===== src/rtl/spi_master_pkg.sv =====
// Shared definitions for the SPI master: register map, CTRL/STAT bit positions
// and the FSM state encoding.
package spi_master_pkg;

  // IO-slot register addresses
  localparam logic [3:0] REG_DATA = 4'h0;
  localparam logic [3:0] REG_STAT = 4'h1;
  localparam logic [3:0] REG_CTRL = 4'h2;
  localparam logic [3:0] REG_DIV  = 4'h3;

  // CTRL bit positions
  localparam int unsigned CTRL_CS_EN  = 0;
  localparam int unsigned CTRL_IRQ_EN = 1;
  localparam int unsigned CTRL_MRDY   = 2;

  // STAT bit positions
  localparam int unsigned STAT_BUSY      = 0;
  localparam int unsigned STAT_RX_VALID  = 1;
  localparam int unsigned STAT_SLAVE_RDY = 2;
  localparam int unsigned STAT_OVERRUN   = 3;

  typedef enum logic [2:0] {
    StIdle    = 3'd0,
    StWaitRdy = 3'd1,
    StSetup   = 3'd2,
    StHigh    = 3'd3,
    StLow     = 3'd4,
    StDone    = 3'd5
  } state_e;

  // Assemble the STAT read value from its individual flags.
  function automatic logic [7:0] pack_stat(input logic overrun, input logic slave_rdy,
                                           input logic rx_valid, input logic busy);
    logic [7:0] stat;
    stat                 = 8'h00;
    stat[STAT_OVERRUN]   = overrun;
    stat[STAT_SLAVE_RDY] = slave_rdy;
    stat[STAT_RX_VALID]  = rx_valid;
    stat[STAT_BUSY]      = busy;
    return stat;
  endfunction

endpackage


===== src/rtl/spi_master_if.sv =====
// CPU IO-bus view of the SPI master slot. Signal suffixes are as seen from the
// SPI master; the "slave" modport is the peripheral, "master" the CPU side.
interface spi_master_if;
  logic [3:0] A_i;
  logic [7:0] D_i;
  logic [7:0] D_o;
  logic       nWR_i;
  logic       nRD_i;
  logic       interrupt_o;

  modport slave (
    input  A_i, D_i, nWR_i, nRD_i,
    output D_o, interrupt_o
  );

  modport master (
    output A_i, D_i, nWR_i, nRD_i,
    input  D_o, interrupt_o
  );
endinterface


===== src/rtl/spi_master_clkgen.sv =====
// Half-period tick generator: down-counter reloaded with div_i, tick_o is high
// for the single cycle in which the counter reaches zero.
module spi_master_clkgen (
  input  logic       clk_i,
  input  logic       n_reset_i,
  input  logic       restart_i,
  input  logic [7:0] div_i,
  output logic       tick_o
);

  logic [7:0] cnt_q;

  assign tick_o = (cnt_q == 8'd0);

  // Count down and reload on each tick or on an explicit restart
  always_ff @(posedge clk_i or negedge n_reset_i) begin
    if (!n_reset_i) begin
      cnt_q <= 8'd0;
    end else if (restart_i || tick_o) begin
      cnt_q <= div_i;
    end else begin
      cnt_q <= cnt_q - 8'd1;
    end
  end

endmodule


===== src/rtl/spi_master.sv =====
// SPI master, mode 0, MSB first, one byte per transfer, on a 16-address IO slot.
// Build option: define SPI_MASTER_HANDSHAKE_EN to gate the start of each
// transfer on the synchronised slave_rdy_i; otherwise slave_rdy_i is ignored.
module spi_master
  import spi_master_pkg::*;
#(
  parameter logic [7:0]  DIV_DEFAULT = 8'd3,
  parameter int unsigned SYNC_STAGES = 2  // legal 2..3
) (
  input  logic         clk_i,
  input  logic         n_reset_i,
  spi_master_if.slave  bus,
  output logic         sck_o,
  output logic         mosi_o,
  input  logic         miso_i,
  output logic         cs_o,
  output logic         master_rdy_o,
  input  logic         slave_rdy_i
);

  state_e     state_q, state_d;
  logic       nwr_q, nrd_q;
  logic [3:0] rd_addr_q;
  logic [2:0] ctrl_q;
  logic [7:0] div_q, div_act_q;
  logic [7:0] tx_q, rx_sh_q, rx_q;
  logic       rx_valid_q, overrun_q;
  logic [2:0] bit_cnt_q;
  logic       sck_q, mosi_q;

  logic       wr_en, rd_end, busy, data_wr, start;
  logic       restart, tick;
  logic       miso_sync, rdy_sync, rdy_ok;

  logic [SYNC_STAGES-1:0] miso_sync_q;

  // Write acts on the first low cycle of nWR_i; read side effects on nRD_i rising
  assign wr_en   = ~bus.nWR_i & nwr_q;
  assign rd_end  = bus.nRD_i & ~nrd_q;
  assign busy    = (state_q != StIdle);
  assign data_wr = wr_en && (bus.A_i == REG_DATA);
  assign start   = data_wr && !busy;

  // MISO synchroniser
  always_ff @(posedge clk_i or negedge n_reset_i) begin
    if (!n_reset_i) begin
      miso_sync_q <= '0;
    end else begin
      miso_sync_q <= {miso_sync_q[SYNC_STAGES-2:0], miso_i};
    end
  end
  assign miso_sync = miso_sync_q[SYNC_STAGES-1];

`ifdef SPI_MASTER_HANDSHAKE_EN
  logic [SYNC_STAGES-1:0] rdy_sync_q;

  // slave_rdy_i synchroniser
  always_ff @(posedge clk_i or negedge n_reset_i) begin
    if (!n_reset_i) begin
      rdy_sync_q <= '0;
    end else begin
      rdy_sync_q <= {rdy_sync_q[SYNC_STAGES-2:0], slave_rdy_i};
    end
  end
  assign rdy_sync = rdy_sync_q[SYNC_STAGES-1];
  assign rdy_ok   = rdy_sync;
`else
  logic unused_slave_rdy;
  assign unused_slave_rdy = slave_rdy_i;
  assign rdy_sync         = 1'b0;
  assign rdy_ok           = 1'b1;
`endif

  spi_master_clkgen u_clkgen (
    .clk_i     (clk_i),
    .n_reset_i (n_reset_i),
    .restart_i (restart),
    .div_i     (div_act_q),
    .tick_o    (tick)
  );

  // Strobe edge detection and read-address capture
  always_ff @(posedge clk_i or negedge n_reset_i) begin
    if (!n_reset_i) begin
      nwr_q     <= 1'b1;
      nrd_q     <= 1'b1;
      rd_addr_q <= 4'h0;
    end else begin
      nwr_q <= bus.nWR_i;
      nrd_q <= bus.nRD_i;
      if (!bus.nRD_i) begin
        rd_addr_q <= bus.A_i;
      end
    end
  end

  // CTRL and DIV registers
  always_ff @(posedge clk_i or negedge n_reset_i) begin
    if (!n_reset_i) begin
      ctrl_q <= 3'b000;
      div_q  <= DIV_DEFAULT;
    end else if (wr_en) begin
      if (bus.A_i == REG_CTRL) begin
        ctrl_q <= bus.D_i[2:0];
      end
      if (bus.A_i == REG_DIV) begin
        div_q <= bus.D_i;
      end
    end
  end

  // Status flags; a setting event wins over a same-cycle read clear
  always_ff @(posedge clk_i or negedge n_reset_i) begin
    if (!n_reset_i) begin
      rx_valid_q <= 1'b0;
      overrun_q  <= 1'b0;
    end else begin
      if (state_q == StDone) begin
        rx_valid_q <= 1'b1;
      end else if (rd_end && (rd_addr_q == REG_DATA)) begin
        rx_valid_q <= 1'b0;
      end
      if (data_wr && busy) begin
        overrun_q <= 1'b1;
      end else if (rd_end && (rd_addr_q == REG_STAT)) begin
        overrun_q <= 1'b0;
      end
    end
  end

  // FSM state register
  always_ff @(posedge clk_i or negedge n_reset_i) begin
    if (!n_reset_i) begin
      state_q <= StIdle;
    end else begin
      state_q <= state_d;
    end
  end

  // FSM next state; restart aligns the divider with SETUP entry
  always_comb begin
    state_d = state_q;
    restart = 1'b0;
    unique case (state_q)
      StIdle: begin
        if (start) begin
          state_d = StWaitRdy;
        end
      end
      StWaitRdy: begin
        if (rdy_ok) begin
          state_d = StSetup;
          restart = 1'b1;
        end
      end
      StSetup: begin
        if (tick) begin
          state_d = StHigh;
        end
      end
      StHigh: begin
        if (tick) begin
          state_d = (bit_cnt_q == 3'd7) ? StDone : StLow;
        end
      end
      StLow: begin
        if (tick) begin
          state_d = StHigh;
        end
      end
      StDone: begin
        state_d = StIdle;
      end
      default: begin
        state_d = StIdle;
      end
    endcase
  end

  // Shift datapath and SPI pins; MISO is sampled on the last HIGH cycle
  always_ff @(posedge clk_i or negedge n_reset_i) begin
    if (!n_reset_i) begin
      tx_q      <= 8'h00;
      rx_sh_q   <= 8'h00;
      rx_q      <= 8'h00;
      div_act_q <= DIV_DEFAULT;
      bit_cnt_q <= 3'd0;
      sck_q     <= 1'b0;
      mosi_q    <= 1'b0;
    end else begin
      if (start) begin
        tx_q      <= bus.D_i;
        mosi_q    <= bus.D_i[7];
        div_act_q <= div_q;
        bit_cnt_q <= 3'd0;
      end
      case (state_q)
        StSetup: begin
          if (tick) begin
            sck_q <= 1'b1;
          end
        end
        StHigh: begin
          if (tick) begin
            rx_sh_q <= {rx_sh_q[6:0], miso_sync};
            sck_q   <= 1'b0;
            if (bit_cnt_q != 3'd7) begin
              tx_q      <= {tx_q[6:0], 1'b0};
              mosi_q    <= tx_q[6];
              bit_cnt_q <= bit_cnt_q + 3'd1;
            end
          end
        end
        StLow: begin
          if (tick) begin
            sck_q <= 1'b1;
          end
        end
        StDone: begin
          rx_q      <= rx_sh_q;
          mosi_q    <= 1'b0;
          bit_cnt_q <= 3'd0;
        end
        default: ;
      endcase
    end
  end

  // Register read mux, combinational from the address
  always_comb begin
    bus.D_o = 8'h00;
    case (bus.A_i)
      REG_DATA: bus.D_o = rx_q;
      REG_STAT: bus.D_o = pack_stat(overrun_q, rdy_sync, rx_valid_q, busy);
      REG_CTRL: bus.D_o = {5'b00000, ctrl_q};
      REG_DIV:  bus.D_o = div_q;
      default:  bus.D_o = 8'h00;
    endcase
  end

  assign bus.interrupt_o = rx_valid_q & ctrl_q[CTRL_IRQ_EN];
  assign sck_o           = sck_q;
  assign mosi_o          = mosi_q;
  assign cs_o            = ~ctrl_q[CTRL_CS_EN];
  assign master_rdy_o    = ctrl_q[CTRL_MRDY];

endmodule


===== src/flat_wrapper.sv =====
// flat-port wrapper written by rule: the top's interface ports become plain ports
module spi_master_flat import spi_master_pkg::*;
#(
  parameter logic [7:0]  DIV_DEFAULT = 8'd3,
  parameter int unsigned SYNC_STAGES = 2               
)
  (clk_i, n_reset_i, sck_o, mosi_o, miso_i, cs_o, master_rdy_o, slave_rdy_i, bus_A_i, bus_D_i, bus_nWR_i, bus_nRD_i, bus_D_o, bus_interrupt_o);
  spi_master_if bus_i ();
  input  logic clk_i;
  input  logic n_reset_i;
  output logic sck_o;
  output logic mosi_o;
  input  logic miso_i;
  output logic cs_o;
  output logic master_rdy_o;
  input  logic slave_rdy_i;
  input wire logic [$bits(bus_i.A_i)-1:0] bus_A_i;
  input wire logic [$bits(bus_i.D_i)-1:0] bus_D_i;
  input wire logic [$bits(bus_i.nWR_i)-1:0] bus_nWR_i;
  input wire logic [$bits(bus_i.nRD_i)-1:0] bus_nRD_i;
  output wire logic [$bits(bus_i.D_o)-1:0] bus_D_o;
  output wire logic [$bits(bus_i.interrupt_o)-1:0] bus_interrupt_o;
  assign bus_i.A_i = bus_A_i;
  assign bus_i.D_i = bus_D_i;
  assign bus_i.nWR_i = bus_nWR_i;
  assign bus_i.nRD_i = bus_nRD_i;
  assign bus_D_o = bus_i.D_o;
  assign bus_interrupt_o = bus_i.interrupt_o;
  spi_master #(.DIV_DEFAULT(DIV_DEFAULT), .SYNC_STAGES(SYNC_STAGES)) u_core (.clk_i(clk_i), .n_reset_i(n_reset_i), .bus(bus_i), .sck_o(sck_o), .mosi_o(mosi_o), .miso_i(miso_i), .cs_o(cs_o), .master_rdy_o(master_rdy_o), .slave_rdy_i(slave_rdy_i));
endmodule

===== config.mk =====
export PLATFORM = sky130hd
export DESIGN_NAME = spi_master_flat
export DESIGN_NICKNAME = d
export VERILOG_FILES = /design/src/rtl/spi_master_pkg.sv /design/src/rtl/spi_master_if.sv /design/src/rtl/spi_master_clkgen.sv /design/src/rtl/spi_master.sv /design/src/flat_wrapper.sv
export SDC_FILE = /design/constraint.sdc
export NUM_CORES = 1
export LEC_CHECK = 0
export ABC_AREA = 0
export BUFFER_PORTS_ARGS = -buffer_cell sky130_fd_sc_hd__buf_4
export CAP_MARGIN = 20
export CELL_PAD_IN_SITES_DETAIL_PLACEMENT = 0
export CELL_PAD_IN_SITES_GLOBAL_PLACEMENT = 2
export CORE_MARGIN = 4
export CORE_UTILIZATION = 42
export CTS_CLUSTER_SIZE = 40
export DETAILED_ROUTE_END_ITERATION = 10
export GPL_TIMING_DRIVEN = 1
export PLACE_DENSITY_LB_ADDON = 0.1
export SLEW_MARGIN = 30
export SYNTH_ARGS = -nofsm -noshare
export SYNTH_HDL_FRONTEND = slang
export SYNTH_SLANG_ARGS = --single-unit

===== constraint.sdc =====
create_clock -name clk_i -period 3.45 [get_ports clk_i]
set_input_delay 0.1725 -clock clk_i [delete_from_list [all_inputs] [get_ports clk_i]]
set_output_delay 0.1725 -clock clk_i [all_outputs]
set_load 0.05 [all_outputs]

# Yosys cells after proc, flatten, opt, wreduce, memory -nomap -nowiden
# Index checks and enable logic that the tools add are counted.
# word_totals
register_bits,69
input_bits,18
out_inout_bits,13
wordCells,87
# classes
addsub,2
eq_ne,14
n_mux,27
bitwise_logic,6
reduce_logical,21
# ops
cell,n
$mux 8,5
$pmux 8 s4,1
$mux 3,6
$pmux 3 s4,1
$mux 1,11
$eq 3x3->1 const B,3
$eq 4x1->1 const B,2
$eq 4x2->1 const B,2
$logic_not 4->1,2
$logic_not 8->1,1
$sub 8x1->8 const B,1
$eq 3x2->1 const B,2
$pmux 3 s2,1
$reduce_and 2->1,3
$reduce_and 3->1,2
$reduce_bool 2->1,3
$logic_and 1x1->1,5
$ne 2x1->1 const B,2
$pmux 1 s2,2
$add 3x1->3 const B,1
$and 1x1->1,3
$eq 3x1->1 const B,1
$logic_not 3->1,1
$ne 3x3->1 const B,1
other kinds (6),8

# Logic depth before layout (Yosys ltp)
# logic_depth
depth_word,8
mapped_depth,7
depth_no_buf,6

# Modules after synthesis
# A second synthesis with hierarchy kept.
# hier_totals
hier_cells,252
hier_area_um2,3155.5
# by_module_without_submodules
mod,n_inst,cells_each,area_per_inst_um2,seq_area_each_um2
spi_master,1,208,2650.0,1508.9
spi_master_clkgen,1,44,505.5,200.2

# Worst setup path after synthesis
# No wires, ideal clock.
# synth_path
path_kind,flip-flop to output port
start,register u_core.state_q[0]
end,output port bus_D_o[0]
t_arrival_ns,1.870
t_required_ns,3.277
slack_ns,1.407
stages_incl_launch_ff,6
n_path_buf,1
path_cell_list,dfrtp_1 buf_2 nor3_2 nor2_1 a211oi_1 a211oi_1
# synth_between
elab_chain_cells,2
# synth_lines
item,line,text
"start, declared",spi_master.sv:21,"state_e state_q, state_d;"
"start signal, assigned",spi_master.sv:134,state_q <= StIdle;
"start signal, assigned",spi_master.sv:136,state_q <= state_d;
$reduce_bool 3->1,spi_master.sv:40,assign busy = (state_q != StIdle);
$pmux 8 s4,spi_master.sv:232,case (bus.A_i)
"end, declared",flat_wrapper.sv:21,output wire logic [$bits(bus_i.D_o)-1:0] bus_D_o;
# No other way between the ends.

# Worst setup path after layout
# layout_path
start,register u_core.u_clkgen.cnt_q[0]
end,register u_core.u_clkgen.cnt_q[0]
# layout_between
elab_chain_cells,3
elab_cells_between_ends,4
classes_between,add/sub (1); mux (1); reduce/logical (2)
# layout_lines
item,line,text
"start, declared",spi_master_clkgen.sv:11,logic [7:0] cnt_q;
"start signal, assigned",spi_master_clkgen.sv:20,cnt_q <= div_i;
"start signal, assigned",spi_master_clkgen.sv:22,cnt_q <= cnt_q - 8'd1;
"parallel branches: the longest is 2 deep, another holds $sub 8x1->8",--,
$mux 8 (*),spi_master_clkgen.sv:19,end else if (restart_i || tick_o) begin
# Mark *: on every way between the ends.
# A chain may end at the register's enable or synchronous reset.

==> impl_metrics.py <==
metrics = {
    "worst_setup_path": {
        "r2r-end": "u_core.u_clkgen.cnt_q[0]",
        "crit_path_max_fanout": 8,
        "r2r-start": "u_core.u_clkgen.cnt_q[0]",
        "slowest_delay_ns": 0.43,
        "crit_path_cell_trace": "inv_1 > ha_1 > nor3b_2 > a22oi_1 > buf_2 > mux2_2",
        "crit_family": "compound AO/OA/AOI/OAI gates",
        "critPathBufInv": 2,
        "worstPathRequired_ns": 3.67,
        "critPathArrivalTime_ns": 2.32,
        "crit_path_end": "u_core.u_clkgen.cnt_q[0]",
        "reg2reg_setup_slack_ns": 1.34,
        "worst_setup_path_start_kind": "flip-flop",
        "crit_cells": 6,
        "cp-end-kind": "flip-flop",
        "crit_path_top_delay_cell": "a22oi_1",
        "rr_worst_depth": 6,
        "critical_path_class": "flip-flop to flip-flop",
        "cp-startpoint": "u_core.u_clkgen.cnt_q[0]",
    },
    "synthesis": {
        "synth.most_common_cell": "dfrtp_1",
        "synth_top_area_frac": 0.501,
        "synth_top_area_cell": "dfrtp_1",
        "synth_edf_count": 0,
        "syn_inst": 265,
        "ys.flop_type": "dfrtp_1",
        "avgSynthCellArea_um2": 11.7,
        "synth_async_sr_flop_share": 1.00,
        "seq_area_frac_synth": 0.552,
        "synth_area_um2": 3090,
        "synth_nets": 286,
        "ys_ff_latch": 68,
        "yosys-top-cells-count": "dfrtp_1 (62), nand2_1 (44), mux2_2 (33)",
        "synth_area_leaders": "dfrtp_1 (50%), mux2_2 (12%), nand2_1 (5.3%)",
        "ys_types": 45,
        "ys_warn_count": 0,
    },
    "placed_design": {
        "numPortBuffers": 29,
        "dp.cells": 382,
        "pre_cts_slack_ns": 1.34,
        "placed_area_um2": 3370,
        "dpl.hpwl_um": 4310,
        "gp_congestion": 0.724,
    },
    "final_layout": {
        "areaGrowthSynthToFinish_pct": 16.8,
        "layout-drive-gt1-share": 0.317,
        "nNetsFinal": 320,
        "antenna_cells": 0,
        "final_area_um2": 3610,
        "final_cells": 402,
    },
    "die": {
        "die_area_um2": 8800,
        "coreArea_um2": 7210,
        "ios": 31,
        "die-height_um": 93.8,
        "dieWidth_um": 93.8,
        "row_count": 31,
        "start_util": 0.429,
    },
    "detailed_routing": {
        "drt_iter0_drc": 60,
        "postRouteAntennaNets": 0,
        "avgViaCountPerCell": 5.00,
        "vias": 2011,
        "wl_per_cell_um": 15.2,
        "drc": 0,
        "dr.pass1.iters": 4,
        "drt-total-wl_um": 6100,
    },
    "power": {
        "irDropWorstVdd_mv": 0.226,
        "total_power_mw": 2.15,
        "p_leak_nw": 1.73,
        "power_density_nw_per_um2": 594,
    },
    "timing": {
        "rsz0062_at_grt": "false",
        "tns_ns": 0,
        "finalHoldViolCount": 0,
        "finalSetupViolations": 0,
        "finalMaxSlewViolations": 0,
        "setup_ws_ns": 1.34,
        "worst_pin_slew_ns": 0.564,
        "post-route-min-period_ns": 2.11,
        "fin_skew_ns": 0.00378,
        "max-slew-margin-rel": 0.623,
        "period_share": 0.610,
        "fmax_mhz": 475,
    },
    "clock_tree": {
        "postCtsHoldBufs": 4,
        "clock_sinks": 68,
        "cts_buffers": 9,
        "cts_root_buf": "clkbuf_8",
        "tritoncts": "yes",
        "clock_latency_ns": 0.33,
        "post_cts_buffers": 0,
        "cts.clk_slew.worst_paths_ns": 0.07,
        "cts.htree.levels": 3,
        "cts_buffer_depth": 2,
        "cts_resized": 0,
    },
    "global_route": {
        "overflow": 0,
        "grt_max_degree": 69,
        "antenna_found_initial": 0,
        "grt_use_total": 0.154,
        "grt_pass1_wl_um": 10300,
        "grt_pass1_vias": 2094,
    },
    "job": {
        "cap_viol_max_count": 0,
    },
    "outcome": {
        "status": "finished clean",
    },
    "min_path": {
        "hp-class": "input port to flip-flop",
    },
}
kinds of logic (layout without fill, tap and decap cells):
family	after synthesis	count (layout)	synth area share
fa+ha+maj	3	3	0.0121
buf+inv	17	55	0.0299
xor+xnor	7	7	0.0198
compound gates	34	34	0.0635
simple gates	91	91	0.159
flops	68	68	0.552
mux	45	45	0.163
power breakdown:
group	switching (mW)	total [mW]	internal [mW]
clock network	0.276	0.611	0.335
logic	0.238	0.456	0.218
registers	0.132	1.08	0.946
total	0.646	2.15	1.50
layer usage:
metal,up-vias,routed length [um],track usage
met3,8,210,0.0329
met2,30,2670,0.222
met4,0,93,0.0650
li1,983,-,-
met1,990,3130,0.222
met5,-,0,0
registers in the layout, summed over array words and instances, names as in the netlist, 2 cells and up:
name,count
u_core.div_act_q,8
u_core.div_q,8
u_core.rx_q,8
u_core.rx_sh_q,8
u_core.u_clkgen.cnt_q,8
u_core.tx_q,7
u_core.rd_addr_q,4
u_core.bit_cnt_q,3
u_core.ctrl_q,3
u_core.state_q,3
u_core.miso_sync_q,2
cells in the final DEF (no fill, tap or decap), drive strengths merged, types with 3 or more instances in the layout:
master,netlist,layout
a21oi,9,9
nor3,3,3
o21ai,15,15
clkbuf,3,14
and2,3,3
dlygate4sd3,0,4
xnor2,4,4
inv,5,5
dfrtp,62,62
a22oi,6,6
mux2i,11,11
mux2,33,33
nand3,5,5
dfstp,6,6
nor2,19,19
nand2,45,45
buf,9,31
xor2,3,3
ha,3,3
worst min-delay path by stage:
stage | to | start | depth (start not counted) | slack [ns]
finish | u_core.div_q[6] | bus_D_i[6] | 2 | 0.09
global route | u_core.div_q[6] | bus_D_i[6] | 2 | 0.08
CTS | u_core.div_q[6] | bus_D_i[6] | 2 | 0.08
detailed placement | u_core.miso_sync_q[0] | miso_i | 1 | 0.28
global placement | u_core.miso_sync_q[0] | miso_i | 1 | 0.28
floorplan | u_core.bit_cnt_q[0] | n_reset_i | 0 | -0.12
final cells by class:
class | instances | area [um^2]
clock buffers | 14 | 183
clock inverters | 1 | 5.00
fillers | 726 | 3600
inverters | 5 | 18.8
multi-input cells | 180 | 1290
flip-flops and latches | 68 | 1710
well taps | 99 | 124
repair buffers | 35 | 283
per-stage QoR:
stage          utilization  hold WS [ns]
2_1_floorplan            -        -0.123
3_3_place_gp         0.466         0.282
3_5_place_dp         0.467         0.284
4_1_cts              0.498        0.0763
5_1_grt              0.501        0.0822
6_report             0.501        0.0909
worst reg2reg max path: cells and delay by family, from the launching register on:
kind / cells / cell delay, ns
AOI/OAI and AO/OA: 1 / 0.43
DFF: 1 / 0.39
buffers and inverters: 2 / 0.37
muxes: 1 / 0.35
adders and majority gates: 1 / 0.25
and+or+nand+nor: 1 / 0.21
(Power assumes the default switching activity.)
